===== config.mk =====
export PLATFORM = sky130hd
export DESIGN_NAME = arb_mux_flat
export DESIGN_NICKNAME = d
export VERILOG_FILES = /design/src/rtl/arb_mux_if.sv /design/src/rtl/arb_mux.sv /design/src/flat_wrapper.sv
export SDC_FILE = /design/constraint.sdc
export NUM_CORES = 1
export LEC_CHECK = 0
export BUFFER_PORTS_ARGS = -buffer_cell sky130_fd_sc_hd__buf_4
export CAP_MARGIN = 15
export CORE_UTILIZATION = 25
export CTS_BUF_LIST = sky130_fd_sc_hd__clkbuf_8
export DETAILED_ROUTE_END_ITERATION = 16
export PLACE_DENSITY = 0.53
export SLEW_MARGIN = 10
export SYNTH_ARGS = -nofsm -noshare
export SYNTH_HDL_FRONTEND = slang
export SYNTH_SLANG_ARGS = --single-unit
export TNS_END_PERCENT = 5

===== constraint.sdc =====
create_clock -name clk -period 3.4 [get_ports clk]
set_input_delay 1.02 -clock clk [delete_from_list [all_inputs] [get_ports clk]]
set_output_delay 1.02 -clock clk [all_outputs]
set_load 0.05 [all_outputs]

===== src/rtl/arb_mux_if.sv =====
// Handshake bundle between the requesters, the arb_mux selector and the consumer.
// The master modport is the side that drives requests and consumes beats.
// The slave modport is the arb_mux side.
interface arb_mux_if #(
  parameter int WIDTH = 24,
  parameter int NCH   = 4
);
  localparam int SELW = (NCH > 1) ? $clog2(NCH) : 1;

  logic [1:0]         mode;
  logic [SELW-1:0]    sel;
  logic [NCH-1:0]     in_valid;
  logic [NCH*WIDTH-1:0] in_data;
  logic [NCH-1:0]     in_ready;
  logic               out_valid;
  logic [WIDTH-1:0]   out_data;
  logic [SELW-1:0]    out_ch;
  logic               out_ready;

  modport master (
    output mode, sel, in_valid, in_data, out_ready,
    input  in_ready, out_valid, out_data, out_ch
  );

  modport slave (
    input  mode, sel, in_valid, in_data, out_ready,
    output in_ready, out_valid, out_data, out_ch
  );
endinterface


===== src/rtl/arb_mux.sv =====
// Registered N:1 channel selector with per-channel valid/ready handshakes.
// Selection is static, fixed-priority or round-robin; the output is a
// one-entry register that can drain and refill in the same cycle.
module arb_mux #(
  parameter int WIDTH = 24,
  parameter int NCH   = 4
) (
  input  logic        clk,
  input  logic        rst_n,
  arb_mux_if.slave    bus
);
  localparam int          SELW  = (NCH > 1) ? $clog2(NCH) : 1;
  localparam int unsigned NCH_U = NCH;

  typedef enum logic [1:0] {
    MODE_STATIC = 2'd0,
    MODE_PRIO   = 2'd1,
    MODE_RR     = 2'd2,
    MODE_RSVD   = 2'd3
  } mode_e;

  mode_e            mode_q;
  logic             free;
  logic             gnt_vld;
  logic [SELW-1:0]  gnt;
  logic [WIDTH-1:0] gnt_data;
  logic             xfer;
  logic [SELW-1:0]  rr_ptr;

  assign mode_q = mode_e'(bus.mode);
  assign free   = !bus.out_valid || bus.out_ready;
  assign xfer   = rst_n && free && gnt_vld;

  // Grant selection; rr_ptr is always < NCH, so the modulo wrap never
  // visits a nonexistent channel even when NCH is not a power of two.
  always_comb begin
    int unsigned idx;
    gnt_vld = 1'b0;
    gnt     = '0;
    idx     = 0;
    unique case (mode_q)
      MODE_STATIC: begin
        for (int unsigned i = 0; i < NCH_U; i++) begin
          if (SELW'(i) == bus.sel && bus.in_valid[i]) begin
            gnt_vld = 1'b1;
            gnt     = SELW'(i);
          end
        end
      end
      MODE_RR: begin
        for (int unsigned k = 1; k <= NCH_U; k++) begin
          idx = (32'(rr_ptr) + k) % NCH_U;
          if (!gnt_vld && bus.in_valid[idx]) begin
            gnt_vld = 1'b1;
            gnt     = SELW'(idx);
          end
        end
      end
      default: begin
        for (int unsigned i = 0; i < NCH_U; i++) begin
          if (!gnt_vld && bus.in_valid[i]) begin
            gnt_vld = 1'b1;
            gnt     = SELW'(i);
          end
        end
      end
    endcase
  end

  // Data of the granted channel and the one-hot accept vector.
  always_comb begin
    gnt_data     = '0;
    bus.in_ready = '0;
    for (int unsigned i = 0; i < NCH_U; i++) begin
      if (SELW'(i) == gnt) begin
        gnt_data        = bus.in_data[i*WIDTH +: WIDTH];
        bus.in_ready[i] = xfer;
      end
    end
  end

  // Output register and round-robin pointer; the pointer follows every
  // accepted transfer regardless of mode.
  always_ff @(posedge clk or negedge rst_n) begin
    if (!rst_n) begin
      bus.out_valid <= 1'b0;
      bus.out_data  <= '0;
      bus.out_ch    <= '0;
      rr_ptr        <= SELW'(NCH - 1);
    end else if (xfer) begin
      bus.out_valid <= 1'b1;
      bus.out_data  <= gnt_data;
      bus.out_ch    <= gnt;
      rr_ptr        <= gnt;
    end else if (bus.out_ready) begin
      bus.out_valid <= 1'b0;
    end
  end
endmodule


===== src/flat_wrapper.sv =====
// flat-port wrapper written by rule: the top's interface ports become plain ports
module arb_mux_flat 
#(
  parameter int WIDTH = 24,
  parameter int NCH   = 4
)
  (clk, rst_n, bus_mode, bus_sel, bus_in_valid, bus_in_data, bus_out_ready, bus_in_ready, bus_out_valid, bus_out_data, bus_out_ch);
  arb_mux_if #(.WIDTH(WIDTH), .NCH(NCH)) bus_i ();
  input  logic clk;
  input  logic rst_n;
  input wire logic [$bits(bus_i.mode)-1:0] bus_mode;
  input wire logic [$bits(bus_i.sel)-1:0] bus_sel;
  input wire logic [$bits(bus_i.in_valid)-1:0] bus_in_valid;
  input wire logic [$bits(bus_i.in_data)-1:0] bus_in_data;
  input wire logic [$bits(bus_i.out_ready)-1:0] bus_out_ready;
  output wire logic [$bits(bus_i.in_ready)-1:0] bus_in_ready;
  output wire logic [$bits(bus_i.out_valid)-1:0] bus_out_valid;
  output wire logic [$bits(bus_i.out_data)-1:0] bus_out_data;
  output wire logic [$bits(bus_i.out_ch)-1:0] bus_out_ch;
  assign bus_i.mode = bus_mode;
  assign bus_i.sel = bus_sel;
  assign bus_i.in_valid = bus_in_valid;
  assign bus_i.in_data = bus_in_data;
  assign bus_i.out_ready = bus_out_ready;
  assign bus_in_ready = bus_i.in_ready;
  assign bus_out_valid = bus_i.out_valid;
  assign bus_out_data = bus_i.out_data;
  assign bus_out_ch = bus_i.out_ch;
  arb_mux #(.WIDTH(WIDTH), .NCH(NCH)) u_core (.clk(clk), .rst_n(rst_n), .bus(bus_i));
endmodule

==> results.sh <==
export IMPL_outcome="finished, final reports clean"
export IMPL_powerDensity_mw_per_mm2=495
export IMPL_grt_pass1_wl_mm=10.0
export IMPL_drive_above_1_share=0.570
export IMPL_synth_xor_area_frac=0
export IMPL_viasPerCell=4.67
export IMPL_diodes=0
export IMPL_worst_setup_path_end_kind="output port"
export IMPL_drv_cap=0
export IMPL_routabilityCongestion=0.745
export IMPL_slowest_stage="o221a_1"
export IMPL_synth_top_family_by_area="multiplexers"
export IMPL_dp_cells=429
export IMPL_path_cells="buf_4 > nand2b_1 > o221a_1 > nor4_2 > a21oi_4 > buf_4 > nor2_4 > buf_8"
export IMPL_synth_adder_area_share=0
export IMPL_htreeDepth=2
export IMPL_nets=441
export IMPL_vias=2041
export IMPL_drv_slew=0
export IMPL_p_leak_nw=1.78
export IMPL_cts_hold_buf=0
export IMPL_critical_path_top_delay_family="simple AND/OR/NAND/NOR gates"
export IMPL_ys_seq_elements=29
export IMPL_r2r_start="u_core.rr_ptr[1]"
export IMPL_reg2reg_to="u_core.bus.out_data[5]"
export IMPL_antenna_found_initial=0
export IMPL_drt_iter0_markers=27
export IMPL_fin_ws_ns=0.0202
export IMPL_cts_path_max_buffers=2
export IMPL_rows=32
export IMPL_syn_num_nets=296
export IMPL_fmax_ghz=0.296
export IMPL_synth_compound_area_frac=0.219
export IMPL_final_cell_mix="buf_4 (148), mux2i_1 (49), nand2_1 (31), dfrtp_1 (27), o221ai_2 (17)"
export IMPL_cp_slowest_stage_delay_ns=0.25
export IMPL_yosys_warnings=0
export IMPL_stdcell_count=437
export IMPL_avgRoutedWirePerCell_um=14.1
export IMPL_final_hold_violation_count=0
export IMPL_critPathKind="in2out"
export IMPL_grt_pass1_vias=2103
export IMPL_grt_overflow=0
export IMPL_fin_skew_ns=0.00708
export IMPL_numCtsBuffers=5
export IMPL_layout_commonest_cell="buf_4"
export IMPL_startpoint_type="input pin"
export IMPL_vdd_ir_drop_max_v=0.000185
export IMPL_chipHeight_um=93.0
export IMPL_ys_seq_area_frac=0.352
export IMPL_fillCellCount=790
export IMPL_arrival_ns=2.36
export IMPL_crit_path_frequent_cell="buf_4"
export IMPL_synthToLayoutAreaGrowth_pct=63.6
export IMPL_track_usage=0.147
export IMPL_ant_nets=0
export IMPL_wl_mm=6.14
export IMPL_synthCells=189
export IMPL_setup_violations_final=0
export IMPL_synth_simple_gate_area_frac=0.114
export IMPL_hpwl_mm=4.71
export IMPL_min_delay_start="u_core.bus.out_ch[1]"
export IMPL_grt_max_degree=44
export IMPL_tightest_slew_ns=0.717
export IMPL_die_area_mm2=0.00864
export IMPL_min_period_over_period=0.994
export IMPL_synth_mux_area_frac=0.248
export IMPL_clk_latency_ns=0.28
export IMPL_synth_edf_count=0
export IMPL_io_buffers=137
export IMPL_place_ws_ns=-0.0163
export IMPL_postSynth_asyncResetShare=1.00
export IMPL_clkSinkCount=29
export IMPL_drc_errors=0
export IMPL_path_clk_slew_ns=0.06
export IMPL_holdPathEnd="u_core.bus.out_ch[1]"
export IMPL_cp_num_buf_inv=3
export IMPL_r2r_slack_ns=0.92
export IMPL_synthFlopType="dfrtp_1"
export IMPL_worst_r2r_cell_count=7
export IMPL_layout_min_cycle_time_ns=3.38
export IMPL_first_pass_iters=4
export IMPL_root_buffer="clkbuf_8"
export IMPL_cp_max_fo=7
export IMPL_worstHoldPathCells=2
export IMPL_hp_class="reg2reg"
export IMPL_grt_setup_unrepaired="true"
export IMPL_initial_core_util=0.264
export IMPL_required_ns=2.38
export IMPL_cts_tree="yes"
export IMPL_ioPinCount=138
export IMPL_slew_headroom=0.522
export IMPL_synth_cell_types=39
export IMPL_synth_cell_area_mm2=0.00207
export IMPL_synth_avg_cell_area_um2=10.9
export IMPL_fp_coreArea_mm2=0.00785
export IMPL_dieWidth_um=93.0
## where the power goes
group | switching, mW | total (mW) | internal, mW
Sequential | 0.0546 | 0.491 | 0.436
Clock | 0.123 | 0.281 | 0.159
Combinational | 0.548 | 0.902 | 0.355
## area by class of cell
class	instances	area [µm²]	share of cell area
multi-input combinational	141	1250	0.370
timing repair buffer	153	1170	0.346
sequential	29	728	0.215
tap	102	128	0.0377
clock buffer	6	82.6	0.0244
inverter	4	15.0	0.00444
clock inverter	2	7.51	0.00222
## worst reg2reg max path: cells and delay by family (launching register included)
| kind | cells | cell delay [ns] |
|---|---|---|
| AO/OA/AOI/OAI | 3 | 0.48 |
| buffers and inverters | 2 | 0.75 |
| flip-flops | 1 | 0.60 |
| multiplexers | 1 | 0.34 |
| AND/OR/NAND/NOR | 1 | 0.17 |
## logic make-up (layout without fill, tap and decap cells)
kind of cell | count (synthesis) | in the layout
buffers and inverters | 19 | 165
AND/OR/NAND/NOR | 50 | 50
flip-flops | 29 | 29
multiplexers | 51 | 51
AO/OA/AOI/OAI | 40 | 40
## how the worst max path moves through the flow
stage,depth (start not counted),slack (ns),endpoint,start
finish,8,0.02,bus_in_ready[3],bus_in_valid[2]
floorplan,6,-0.18,bus_in_ready[2],bus_in_valid[3]
CTS,8,-0.01,bus_in_ready[3],bus_in_valid[3]
global route,7,-0.06,bus_in_ready[0],bus_sel[0]
detailed placement,7,-0.02,bus_in_ready[0],bus_sel[0]
global placement,7,-0.03,bus_in_ready[2],bus_in_valid[1]
## cell usage after synthesis, types with 2 or more instances
master / number / area (µm²)
mux2i_1: 49 / 490
a21oi_1: 2 / 10.0
a21boi_0: 2 / 15.0
buf_2: 2 / 10.0
nand2_1: 31 / 116
inv_1: 4 / 15.0
o221ai_1: 7 / 61.3
buf_6: 2 / 22.5
dfrtp_1: 27 / 676
nor2_1: 4 / 15.0
buf_4: 5 / 37.5
o221ai_2: 17 / 255
nand2b_1: 7 / 43.8
mux2_2: 2 / 22.5
dfstp_2: 2 / 52.6
clkbuf_1: 3 / 11.3
## stage by stage
| step | util | cell area, µm² | hold slack (ns) | setup TNS (ns) | power (mW) |
|---|---|---|---|---|---|
| 2_1_floorplan | - | 2090 | 0.475 | -0.420 | 1.08 |
| 3_3_place_gp | 0.413 | 3240 | 0.469 | -0.0524 | 1.39 |
| 3_5_place_dp | 0.413 | 3240 | 0.474 | -0.0193 | 1.40 |
| 4_1_cts | 0.426 | 3350 | 0.490 | -0.0153 | 1.70 |
| 5_1_grt | 0.431 | 3380 | 0.518 | -0.117 | 1.78 |
| 6_report | 0.431 | 3380 | 0.483 | 0 | 1.67 |
## timing repair
item,CTS,global route
gates cloned,0,0
setup endpoints to repair,2,4
resized for setup,3,8
buffers inserted,0,0
pin swaps,1,4
endpoints found under the hold margin,0,0
## metal layers
layer / global-route usage / vias up / share of wire
met5: 0 / - / 0
met4: 0.0359 / 0 / 0.011
met3: 0.0476 / 6 / 0.083
met2: 0.253 / 84 / 0.49
met1: 0.175 / 948 / 0.41
li1: - / 1003 / -
## state kept, by name, summed over array words and instances, names as in the netlist
name,flops
u_core.rr_ptr,2
u_core.bus.out_valid,1
u_core.bus.out_data,24
u_core.bus.out_ch,2
No activity file was read; power rests on OpenSTA's default activity.
